[src/rtl/weight_fifo_sched.sv]
// Weight FIFO scheduler: fills every column FIFO with one weight tile read from
// the weight buffer, then drains the tile into the systolic array. Each column
// starts popping one cycle after the column to its left.
module weight_fifo_sched #(
   parameter int unsigned FIFO_WIDTH = 16,
   parameter int unsigned FIFO_DEPTH = 16,
   parameter int unsigned ADDR_WIDTH = 10,
   parameter int unsigned RD_LAT     = 2
) (
   input  logic                  clk,
   input  logic                  rst,
   input  logic                  load_req,
   input  logic [ADDR_WIDTH-1:0] load_base,
   output logic                  load_ack,
   output logic                  rd_en,
   output logic [ADDR_WIDTH-1:0] rd_addr,
   output logic [FIFO_WIDTH-1:0] fifo_push,
   output logic                  tile_ready,
   input  logic                  drain_req,
   output logic [FIFO_WIDTH-1:0] fifo_pop,
   output logic                  drain_done,
   output logic                  busy
);

   // The counter must reach FIFO_DEPTH+FIFO_WIDTH-2 during drain; one spare bit
   // keeps the increment past the last value from wrapping.
   localparam int unsigned CW = $clog2(FIFO_DEPTH + FIFO_WIDTH) + 1;
   localparam logic [CW-1:0] FillLast  = CW'(FIFO_DEPTH - 1);
   localparam logic [CW-1:0] DrainLast = CW'(FIFO_DEPTH + FIFO_WIDTH - 2);

   typedef enum logic [2:0] {
      StIdle,
      StFill,
      StFlush,
      StReady,
      StDrain
   } state_e;

   state_e                state_q, state_d;
   logic [CW-1:0]         cnt_q, cnt_d;
   logic [ADDR_WIDTH-1:0] base_q, base_d;
   // Delayed copy of rd_en; the oldest bit marks the cycle the read data returns.
   logic [RD_LAT-1:0]     pipe_q, pipe_d;
   logic [FIFO_WIDTH-1:0] pop_d;

   // Accept is combinational so the requester sees it in the cycle it asks.
   assign load_ack  = ~rst & (state_q == StIdle) & load_req;
   assign fifo_push = {FIFO_WIDTH{pipe_q[RD_LAT-1]}};

   // Next-state logic for state, counter, base latch, read-latency pipe and pop mask
   always_comb begin
      state_d = state_q;
      cnt_d   = cnt_q;
      base_d  = base_q;
      pipe_d  = '0;
      pop_d   = '0;

      pipe_d[0] = rd_en;
      for (int unsigned i = 1; i < RD_LAT; i++) begin
         pipe_d[i] = pipe_q[i-1];
      end

      unique case (state_q)
         StIdle: begin
            if (load_req) begin
               base_d  = load_base;
               cnt_d   = '0;
               state_d = StFill;
            end
         end
         StFill: begin
            cnt_d = cnt_q + CW'(1);
            if (cnt_q == FillLast) begin
               state_d = StFlush;
            end
         end
         StFlush: begin
            // Leave once the last outstanding read has been pushed.
            if (pipe_d == '0) begin
               state_d = StReady;
            end
         end
         StReady: begin
            if (drain_req) begin
               cnt_d   = '0;
               state_d = StDrain;
            end
         end
         StDrain: begin
            cnt_d = cnt_q + CW'(1);
            if (cnt_q == DrainLast) begin
               state_d = StIdle;
            end
         end
         default: begin
            state_d = StIdle;
         end
      endcase

      // Column c pops on drain cycles c .. c+FIFO_DEPTH-1.
      for (int c = 0; c < int'(FIFO_WIDTH); c++) begin
         pop_d[c] = (state_d == StDrain) && (int'(cnt_d) >= c) &&
                    (int'(cnt_d) <= c + int'(FIFO_DEPTH) - 1);
      end
   end

   // State registers and registered outputs, cleared asynchronously on reset
   always_ff @(posedge clk or posedge rst) begin
      if (rst) begin
         state_q    <= StIdle;
         cnt_q      <= '0;
         base_q     <= '0;
         pipe_q     <= '0;
         rd_en      <= 1'b0;
         rd_addr    <= '0;
         tile_ready <= 1'b0;
         fifo_pop   <= '0;
         drain_done <= 1'b0;
         busy       <= 1'b0;
      end else begin
         state_q    <= state_d;
         cnt_q      <= cnt_d;
         base_q     <= base_d;
         pipe_q     <= pipe_d;
         rd_en      <= (state_d == StFill);
         // Address arithmetic wraps modulo the buffer size.
         rd_addr    <= (state_d == StFill) ? base_d + ADDR_WIDTH'(cnt_d) : '0;
         tile_ready <= (state_d == StReady);
         fifo_pop   <= pop_d;
         drain_done <= (state_d == StDrain) && (cnt_d == DrainLast);
         busy       <= (state_d != StIdle);
      end
   end

endmodule

[config.mk]
export PLATFORM = sky130hd
export DESIGN_NAME = weight_fifo_sched
export DESIGN_NICKNAME = d
export VERILOG_FILES = /design/src/rtl/weight_fifo_sched.sv
export SDC_FILE = /design/constraint.sdc
export NUM_CORES = 1
export LEC_CHECK = 0
export BUFFER_PORTS_ARGS = -buffer_cell sky130_fd_sc_hd__buf_2
export CAP_MARGIN = 20
export CORE_MARGIN = 2
export CORE_UTILIZATION = 58
export DETAILED_ROUTE_END_ITERATION = 6
export PLACE_DENSITY = 0.95
export SYNTH_ARGS = -nofsm -noshare
export SYNTH_HDL_FRONTEND = slang
export SYNTH_SLANG_ARGS = --single-unit
[constraint.sdc]
create_clock -name clk -period 8.2 [get_ports clk]
set_clock_uncertainty 0.1 [all_clocks]
set_input_delay 0 -clock clk [delete_from_list [all_inputs] [get_ports clk]]
set_output_delay 0 -clock clk [all_outputs]
set_load 0.01 [all_outputs]
==> impl_metrics.env <==
export IMPL_outcome="complete, no violations"
export IMPL_cts_tree="built"
export IMPL_ant_nets=0
export IMPL_r2r_end="rd_addr[9]"
export IMPL_p_per_area_nw_per_um2=392.0
export IMPL_wl_per_cell_um=15.81
export IMPL_rows=25
export IMPL_setup_ws_ps=4550
export IMPL_die_w_um=73.16
export IMPL_cp_start_kind="register"
export IMPL_synthesis_area_um2=2774
export IMPL_r2r_setup_slack_ps=4550
export IMPL_routed_wl_um=6166
export IMPL_slew_limit_headroom=0.4587
export IMPL_nets=358
export IMPL_clkSinkCount=51
export IMPL_io_buffer_count=60
export IMPL_rr_startpoint="state_q[0]"
export IMPL_setup_viol=0
export IMPL_area_growth_pct=15.43
export IMPL_drt_initial_drc_count=267
export IMPL_clockBufferDepth=2
export IMPL_h_tree_depth=2
export IMPL_grt_max_degree=52
export IMPL_clkPwrFrac=0.122
export IMPL_switchingPower_mw=0.5708
export IMPL_worst_pin_slew_ps=808.6
export IMPL_num_antenna_cells=0
export IMPL_finalCritPeriodShare=0.4451
export IMPL_synth_distinct_cells=59
export IMPL_power_mw=1.255
export IMPL_grt_usage=0.2484
export IMPL_syn_avg_cell_area_um2=9.907
export IMPL_fmax_ghz=0.2740
export IMPL_end_kind="register"
export IMPL_first_pass_iters=7
export IMPL_synthMostInstantiatedCell="dfrtp_1"
export IMPL_grt_pass1_wl_um=10140
export IMPL_syn_inst=280
export IMPL_holdWs_ps=29.39
export IMPL_async_reset_ff_frac=1.000
export IMPL_seqPwrFrac=0.313
export IMPL_utilization=0.6870
export IMPL_clk_latency_ps=310
export IMPL_switching_share=0.4548
export IMPL_hold_violations=0
export IMPL_post_cts_resized=0
export IMPL_hold_class="primary input to asynchronous set/reset pin"
export IMPL_worstPathMaxFanout=12
export IMPL_coreArea_um2=4661
export IMPL_maxCapViolCount=0
export IMPL_fin_setup_tns_ps=0
export IMPL_ios=61
export IMPL_crit_arrival_ps=3760
export IMPL_p_leak_nw=1.616
export IMPL_rsz0062_at_grt="false"
export IMPL_combPwrFrac=0.565
export IMPL_reg2reg_depth=11
export IMPL_hpwl_um=4084
export IMPL_antenna_found_initial=0
export IMPL_drcViolationCount=0
export IMPL_pre_cts_ws_ps=4748
export IMPL_ys_top_cells_by_count="dfrtp_1 (51), nand2_1 (37), nor2_1 (24)"
export IMPL_die_area_um2=5352
export IMPL_synth_area_leaders="dfrtp_1 (46%), nand2_1 (5.0%), buf_4 (4.6%)"
export IMPL_synth_edff_count=0
export IMPL_numCtsBuffers=5
export IMPL_ys_seq_area_frac=0.4601
export IMPL_ys_flop_type="dfrtp_1"
export IMPL_cts_clk_slew_worst_paths_ps=90
export IMPL_synth_seq_cells=51
export IMPL_dp_cells=369
export IMPL_critPathKind="register to register"
export IMPL_yosysTopAreaCell="dfrtp_1"
export IMPL_place_congestion=0.8728
export IMPL_die_y_um=73.16
export IMPL_syn_nets=303
export IMPL_place_area_um2=2967
export IMPL_internal_power_mw=0.6842
export IMPL_layout_min_cycle_time_ps=3650
export IMPL_slew_viol_final=0
export IMPL_viasPerCell=5.869
export IMPL_required_ps=8310
export IMPL_final_area_um2=3202
export IMPL_final_fill_count=324
export IMPL_ys_warn_count=0
export IMPL_fin_cells=390
export IMPL_overflow=0
export IMPL_grt_pass1_vias=2133
export IMPL_irDropWorstVdd_v=0.0002598
export IMPL_initial_utilization=0.5952
export IMPL_root_buffer="clkbuf_8"
export IMPL_layout_drive_gt1_share=0.2470
export IMPL_synth_top_cell_area_share=0.4601
export IMPL_vias=2289
-- routing by layer --
metal	up-vias	wire (µm)	track usage
met5	-	0	0
met4	0	177	0.09259
met3	19	353	0.04834
met2	106	3034	0.3974
met1	1084	2601	0.3358
li1	1080	-	-
-- worst max-delay path, cell delays in order (launching register included) --
cell     delay [ps]
dfrtp_1         550
or3_1           490
nand3_2         190
a21oi_1          90
mux2i_2         500
ha_1            270
o21ai_0         100
o21ai_0         350
o21ai_0         240
a22oi_1         300
a21oi_1         130
a31o_2          230
-- cells by family (layout without fill, tap and decap cells) --
logic type | Yosys count | count (layout) | synth area share
AND/OR/NAND/NOR | 102 | 102 | 0.1813
buffers and inverters | 34 | 90 | 0.07532
multiplexers | 16 | 16 | 0.06044
XOR/XNOR | 9 | 9 | 0.03113
flip-flops | 51 | 51 | 0.4601
AO/OA/AOI/OAI | 59 | 59 | 0.1484
adder cells (fa/ha/maj) | 9 | 9 | 0.04330
-- power by group through the flow --
| stage | Sequential [mW] | Combinational [mW] | Clock (mW) |
|---|---|---|---|
| final | 0.393 | 0.709 | 0.153 |
| after global routing | 0.403 | 0.791 | 0.165 |
| after CTS | 0.389 | 0.699 | 0.155 |
| after detailed placement | 0.394 | 0.686 | 0 |
| after global placement | 0.391 | 0.670 | 0 |
| after floorplan | 0.387 | 0.559 | 0 |
-- final cells by class --
| type | count | area, µm² | area share |
|---|---|---|---|
| multi-input combinational | 195 | 1289 | 0.4025 |
| tap | 54 | 67.56 | 0.02110 |
| clock inverter | 1 | 8.758 | 0.002735 |
| clock buffer | 7 | 86.33 | 0.02696 |
| inverter | 9 | 33.78 | 0.01055 |
| timing repair buffer | 73 | 440.4 | 0.1376 |
| sequential | 51 | 1276 | 0.3986 |
-- sequential cells by signal, summed over array words and instances, names as in the netlist --
signal,flops
cnt_q,6
pipe_q,2
drain_done,1
tile_ready,1
rd_addr,10
state_q,3
base_q,10
rd_en,1
fifo_pop,16
busy,1
-- worst max path at each step --
| stage | from | end | slack, ps | cells after the start |
|---|---|---|---|---|
| 6_report | state_q[0] | rd_addr[9] | 4550 | 11 |
| 5_1_grt | state_q[0] | rd_addr[9] | 4240 | 11 |
| 4_1_cts | state_q[0] | rd_addr[9] | 4580 | 11 |
| 3_5_place_dp | state_q[0] | rd_addr[9] | 4750 | 11 |
| 3_3_place_gp | state_q[0] | rd_addr[9] | 4880 | 11 |
| 2_1_floorplan | state_q[2] | rd_addr[9] | 5270 | 12 |
-- what timing repair did --
action	4_1_cts	5_1_grt
setup buffers	0	0
endpoints found under the setup margin	0	0
hold buffers	12	0
endpoints found under the hold margin	65	0
-- cell usage in the layout, fill, tap and decap left out, types with 3 or more instances in the layout --
master         instances
a21oi_1               10
nor3_1                 5
o21ai_1                3
o211ai_1               4
dlygate4sd3_1         12
dfrtp_1               51
and3_1                 5
clkbuf_8               6
ha_1                   8
and2_1                 4
nand2_1               37
a211oi_1               5
a21o_1                 4
nand2b_1               3
mux2i_1               12
nand3b_1               3
nand3_1                7
o21ai_0                9
nor2_1                24
mux2_2                 3
buf_2                 60
xnor2_1                7
inv_1                  6
Power figures use the tool's default switching activity.
